$ cat src/rtl/tick_sched_pkg.sv
// rtl/tick_sched_pkg.sv - shared types and constants for the tick scheduler
package tick_sched_pkg;

  // Hard ceiling on channel count; cfg_chan is sized to address all of them.
  localparam int MAX_CH    = 8;
  localparam int CHAN_W    = 3;
  localparam int DEF_CNT_W = 27;

  // Configuration handshake: IDLE accepts a request, APPLY writes it.
  typedef enum logic {
    IDLE  = 1'b0,
    APPLY = 1'b1
  } cfg_state_t;

endpackage

$ cat src/rtl/tick_channel.sv
// rtl/tick_channel.sv - one periodic tick generator with pause/sync control
module tick_channel
  import tick_sched_pkg::*;
#(
  parameter int CNT_W = DEF_CNT_W
) (
  input  logic             clock,
  input  logic             reset,
  input  logic             wr_en,
  input  logic [CNT_W-1:0] wr_period,
  input  logic             wr_enable,
  input  logic             pause,
  input  logic             sync,
  output logic             tick,
  output logic             active
);

  logic [CNT_W-1:0] period_q;
  logic [CNT_W-1:0] count_q;
  logic             enable_q;
  logic             tick_q;
  logic             active_q;
  logic             running;

  assign running = enable_q && (period_q != '0);

  // Counter, period store and registered tick; a write restarts the phase.
  always_ff @(posedge clock or negedge reset) begin
    if (!reset) begin
      period_q <= '0;
      count_q  <= '0;
      enable_q <= 1'b0;
      tick_q   <= 1'b0;
      active_q <= 1'b0;
    end else if (wr_en) begin
      period_q <= wr_period;
      enable_q <= wr_enable;
      count_q  <= '0;
      tick_q   <= 1'b0;
      active_q <= wr_enable && (wr_period != '0);
    end else if (!running) begin
      count_q <= '0;
      tick_q  <= 1'b0;
    end else if (pause) begin
      // Hold the phase; the pending tick register is dropped so release
      // does not emit a stale pulse.
      tick_q <= 1'b0;
    end else if (sync) begin
      count_q <= '0;
      tick_q  <= 1'b0;
    end else if (count_q >= period_q - CNT_W'(1)) begin
      // >= rather than == keeps the counter bounded even if a fault ever
      // left it above the wrap point.
      count_q <= '0;
      tick_q  <= 1'b1;
    end else begin
      count_q <= count_q + CNT_W'(1);
      tick_q  <= 1'b0;
    end
  end

  // Ticks are masked while the channel is being rewritten or paused.
  assign tick   = tick_q & ~wr_en & ~pause;
  assign active = active_q;

endmodule

$ cat src/rtl/tick_scheduler.sv
// rtl/tick_scheduler.sv - multi-channel tick scheduler with config handshake
module tick_scheduler
  import tick_sched_pkg::*;
#(
  parameter int NUM_CH = 4,
  parameter int CNT_W  = DEF_CNT_W
) (
  input  logic              clock,
  input  logic              reset,
  input  logic              cfg_valid,
  output logic              cfg_ready,
  input  logic [CHAN_W-1:0] cfg_chan,
  input  logic [CNT_W-1:0]  cfg_period,
  input  logic              cfg_enable,
  input  logic              pause,
  input  logic              sync,
  output logic [NUM_CH-1:0] tick_out,
  output logic [NUM_CH-1:0] active_mask,
  output logic              cfg_err
);

  cfg_state_t        state_q;
  cfg_state_t        state_d;
  logic              apply;
  logic              accept;
  logic [CHAN_W-1:0] chan_q;
  logic [CNT_W-1:0]  period_q;
  logic              enable_q;
  logic              err_q;
  logic              chan_oor;

  // Config FSM state register.
  always_ff @(posedge clock or negedge reset) begin
    if (!reset) begin
      state_q <= IDLE;
    end else begin
      state_q <= state_d;
    end
  end

  // Config FSM next state and handshake outputs.
  always_comb begin
    state_d   = state_q;
    cfg_ready = 1'b0;
    apply     = 1'b0;
    case (state_q)
      IDLE: begin
        cfg_ready = 1'b1;
        if (cfg_valid) begin
          state_d = APPLY;
        end
      end
      APPLY: begin
        apply   = 1'b1;
        state_d = IDLE;
      end
      default: state_d = IDLE;
    endcase
  end

  assign accept = cfg_valid && cfg_ready;

  // Capture the request on accept; it is written to a channel in APPLY.
  always_ff @(posedge clock or negedge reset) begin
    if (!reset) begin
      chan_q   <= '0;
      period_q <= '0;
      enable_q <= 1'b0;
    end else if (accept) begin
      chan_q   <= cfg_chan;
      period_q <= cfg_period;
      enable_q <= cfg_enable;
    end
  end

  // Extra bit so NUM_CH=8 compares cleanly against a 3-bit index.
  assign chan_oor = ({1'b0, chan_q} >= 4'(NUM_CH));

  // Sticky flag for requests aimed at a channel that does not exist.
  always_ff @(posedge clock or negedge reset) begin
    if (!reset) begin
      err_q <= 1'b0;
    end else if (apply && chan_oor) begin
      err_q <= 1'b1;
    end
  end

  assign cfg_err = err_q;

  for (genvar i = 0; i < NUM_CH; i++) begin : g_ch
    tick_channel #(
      .CNT_W(CNT_W)
    ) u_ch (
      .clock    (clock),
      .reset    (reset),
      .wr_en    (apply && (chan_q == CHAN_W'(i))),
      .wr_period(period_q),
      .wr_enable(enable_q),
      .pause    (pause),
      .sync     (sync),
      .tick     (tick_out[i]),
      .active   (active_mask[i])
    );
  end

endmodule
$ cat config.mk
export PLATFORM = sky130hd
export DESIGN_NAME = tick_scheduler
export DESIGN_NICKNAME = d
export VERILOG_FILES = /design/src/rtl/tick_sched_pkg.sv /design/src/rtl/tick_channel.sv /design/src/rtl/tick_scheduler.sv
export SDC_FILE = /design/constraint.sdc
export NUM_CORES = 1
export LEC_CHECK = 0
export ABC_CLOCK_PERIOD_IN_PS = 5800
export CORE_ASPECT_RATIO = 0.9
export CORE_MARGIN = 2
export CORE_UTILIZATION = 63
export CTS_CLUSTER_DIAMETER = 120
export CTS_CLUSTER_SIZE = 8
export DETAILED_ROUTE_END_ITERATION = 6
export PLACE_DENSITY = 0.83
export SLEW_MARGIN = 5
export SYNTH_ARGS = -nofsm -noshare
export SYNTH_HDL_FRONTEND = slang
export SYNTH_SLANG_ARGS = --single-unit
$ cat constraint.sdc
create_clock -name clock -period 5.8 [get_ports clock]
set_input_delay 1.16 -clock clock [delete_from_list [all_inputs] [get_ports clock]]
set_output_delay 1.16 -clock clock [all_outputs]
set_load 0.05 [all_outputs]
==> metrics.csv <==
metric,value,unit
drt_iter0_markers,1452,
synth_top_area_share,40.41,%
final_cell_mix,"nand2_1 (321), dfrtp_1 (261), ha_1 (116)",
synthArstFlopShare,100.0,%
initial_utilization,64.16,%
hpwl,28600,um
viasPerCell,6.453,
required,6.16,ns
first_pass_iters,5,
rsz0062_at_grt,no,
clk_path_buf_depth,3,
ys_top_cells_by_area,"dfrtp_1 (40%), ha_1 (9.0%), nand2_1 (7.5%), mux2_2 (5.9%), xnor2_1 (4.0%)",
avgSynthCellArea,9.151,um^2
place.port_buffers,45,
cp_num_buf_inv,2,
synth_flop_cell,dfrtp_1,
drc,0,
slowest_stage,nor4_1,
grt_pass1_vias,13346,
row_count,55,
path_cells,"nor4_1, nand2_1, nor4_1, nand2_1, or2_2, nor4_1, xnor2_1, ha_1, inv_1, nor4_1, a221oi_1, o21ai_0, nor2_1, buf_4, nand2_1, o311ai_0",
setup_tns,0,ns
post-route-period-util,84.81,%
design.core.area,0.02519,mm^2
track_usage,30.90,%
wl,41850,um
post_cts_buffers,0,
grt_max_degree,135,
synth-seq-cells,261,
drive_gt1_share,9.717,%
endpoint_kind,flip-flop,
path_class,reg2reg,
dr_total_vias,13829,
die_w,172.8,um
path_common_cell,nor4_1,
critPathLaunchType,flip-flop,
cts_buffers,38,
ys_types,64,
num-nets-final,1952,
hold_viol,0,
die_h,155.9,um
gr-total-overflow,0,
leakagePower,7.796,nW
min_period,4.919,ns
synth_edf_count,0,
tightest_slew,1.132,ns
nFillCells,1871,
yosys_warnings,0,
cp_max_fo,18,
mostFrequentLayoutCell,nand2_1,
fmax,0.2033,GHz
area_growth,11.03,%
ir_drop,0.3377,mV
cts_tree,yes,
wl_per_cell,19.53,um
synth_top_area_cell,dfrtp_1,
die_area,0.02695,mm^2
run_status,"finished, final reports clean",
antenna_found_initial,3,
max_stage_delay,0.61,ns
finClkSkew,0.01552,ns
cap_violations,0,
io_pins,46,
h-tree-depth,2,
synth_seq_area_share,40.41,%
ant_nets,0,
clk_pin_slew_worst_paths,0.05,ns
clock-sinks,261,
synthCells,1766,
max_slew_margin,24.12,%
critical_path.top_delay_family,simple AND/OR/NAND/NOR gates,
antenna_cells,0,
hold_class,reg2reg,
setup_violations,0,
cts_resized,0,
grt_pass1_wl,67920,um
worstSkewPairLatency,0.52,ns
gp_congestion,0.8558,
synth_nets,1918,
cts-root-buf,clkbuf_16,
cp.arrival,5.27,ns
final_max_slew_viol_count,0,
postCtsHoldBufs,0,
p_per_area,395.9,mW/mm^2
syn_area,0.01616,mm^2
final_util,71.24,%
-- sequential cells by signal, indices dropped and copies added, names as in the netlist --
register / cells
period_q: 27
cfg_err: 1
chan_q: 3
g_ch.u_ch.tick_q: 4
enable_q: 1
g_ch.u_ch.count_q: 108
g_ch.u_ch.enable_q: 4
state_q: 1
g_ch.u_ch.period_q: 108
g_ch.u_ch.active: 4
-- report_power, final --
group | switching [mW] | internal [mW] | total [mW]
registers | 0.626 | 2.26 | 2.88
clock network | 0.777 | 1.17 | 1.95
logic | 1.24 | 1.03 | 2.27
-- through the flow --
| stage | std cells | setup WS (ns) | hold WS, ns | power [mW] | area, um^2 |
|---|---|---|---|---|---|
| 6_report | 2143 | 0.8812 | 0.4745 | 7.102 | 17940 |
| 5_1_grt | 2143 | 0.4780 | 0.5103 | 7.511 | 17940 |
| 4_1_cts | 2143 | 0.9514 | 0.4745 | 7.096 | 17940 |
| 3_5_place_dp | 2102 | 0.9986 | 0.4639 | 5.107 | 16950 |
| 3_3_place_gp | 2102 | 1.180 | 0.4528 | 4.951 | 16950 |
| 2_1_floorplan | 1766 | 1.577 | 0.4510 | 4.424 | 16160 |
-- worst register-to-register path, delay by kind of cell (launching register included) --
family / cells / cell delay, ns
simple gates: 9 / 3.08
compound gates: 3 / 0.59
flops: 1 / 0.42
fa+ha+maj: 1 / 0.29
buf+inv: 2 / 0.23
xor+xnor: 1 / 0.15
-- worst paths after layout --
path	from	slack, ns	cells after the start	endpoint
setup / recovery	g_ch[2].u_ch.period_q[2]	0.88	16	g_ch[2].u_ch.count_q[6]
hold reg to reg	cfg_err	0.47	1	cfg_err
hold / removal	cfg_err	0.47	1	cfg_err
min in group asynchronous	reset	0.56	1	g_ch[2].u_ch.count_q[4]
max in group asynchronous	reset	3.97	2	g_ch[3].u_ch.period_q[17]
setup reg to reg	g_ch[2].u_ch.period_q[2]	0.88	16	g_ch[2].u_ch.count_q[6]
-- kinds of logic after synthesis --
kind of cell | share of synthesized area, %
flops | 40.41
buf+inv | 3.012
compound gates | 10.96
fa+ha+maj | 8.981
mux | 6.356
xor+xnor | 5.962
simple gates | 24.31
-- cell type report --
cell class / count / area, um^2 / area share (%)
clock inverters: 2 / 13.76 / 0.07671
multi-input cells: 1386 / 9199 / 51.27
flip-flops and latches: 261 / 6531 / 36.40
inverters: 49 / 183.9 / 1.025
well taps: 342 / 427.9 / 2.385
repair buffers: 64 / 610.6 / 3.403
clock buffers: 39 / 975.9 / 5.439
-- synthesized netlist by cell type, drive strengths merged (8+ instances only) --
master	number
mux2	85
buf	13
and2	12
o311ai	16
a31oi	16
nor3	69
nand2	321
a21o	24
clkbuf	57
nor2b	10
dfrtp	261
nor2	94
and3	36
a21oi	60
xnor2	74
o211ai	9
nand4	39
nand2b	8
ha	116
o21ai	63
nor4	39
or2	9
a221o	12
and4	8
or3	23
xor2	36
or4	22
nand3	84
o31ai	20
inv	49
-- per-layer routing --
metal,track usage (%),vias to the layer above,wire (um)
met4,11.06,2,1432
met1,40.78,6766,17590
met5,0,-,13
li1,-,6426,-
met3,6.944,113,3318
met2,50.50,522,19500
No activity file was read; power rests on OpenSTA's default activity.
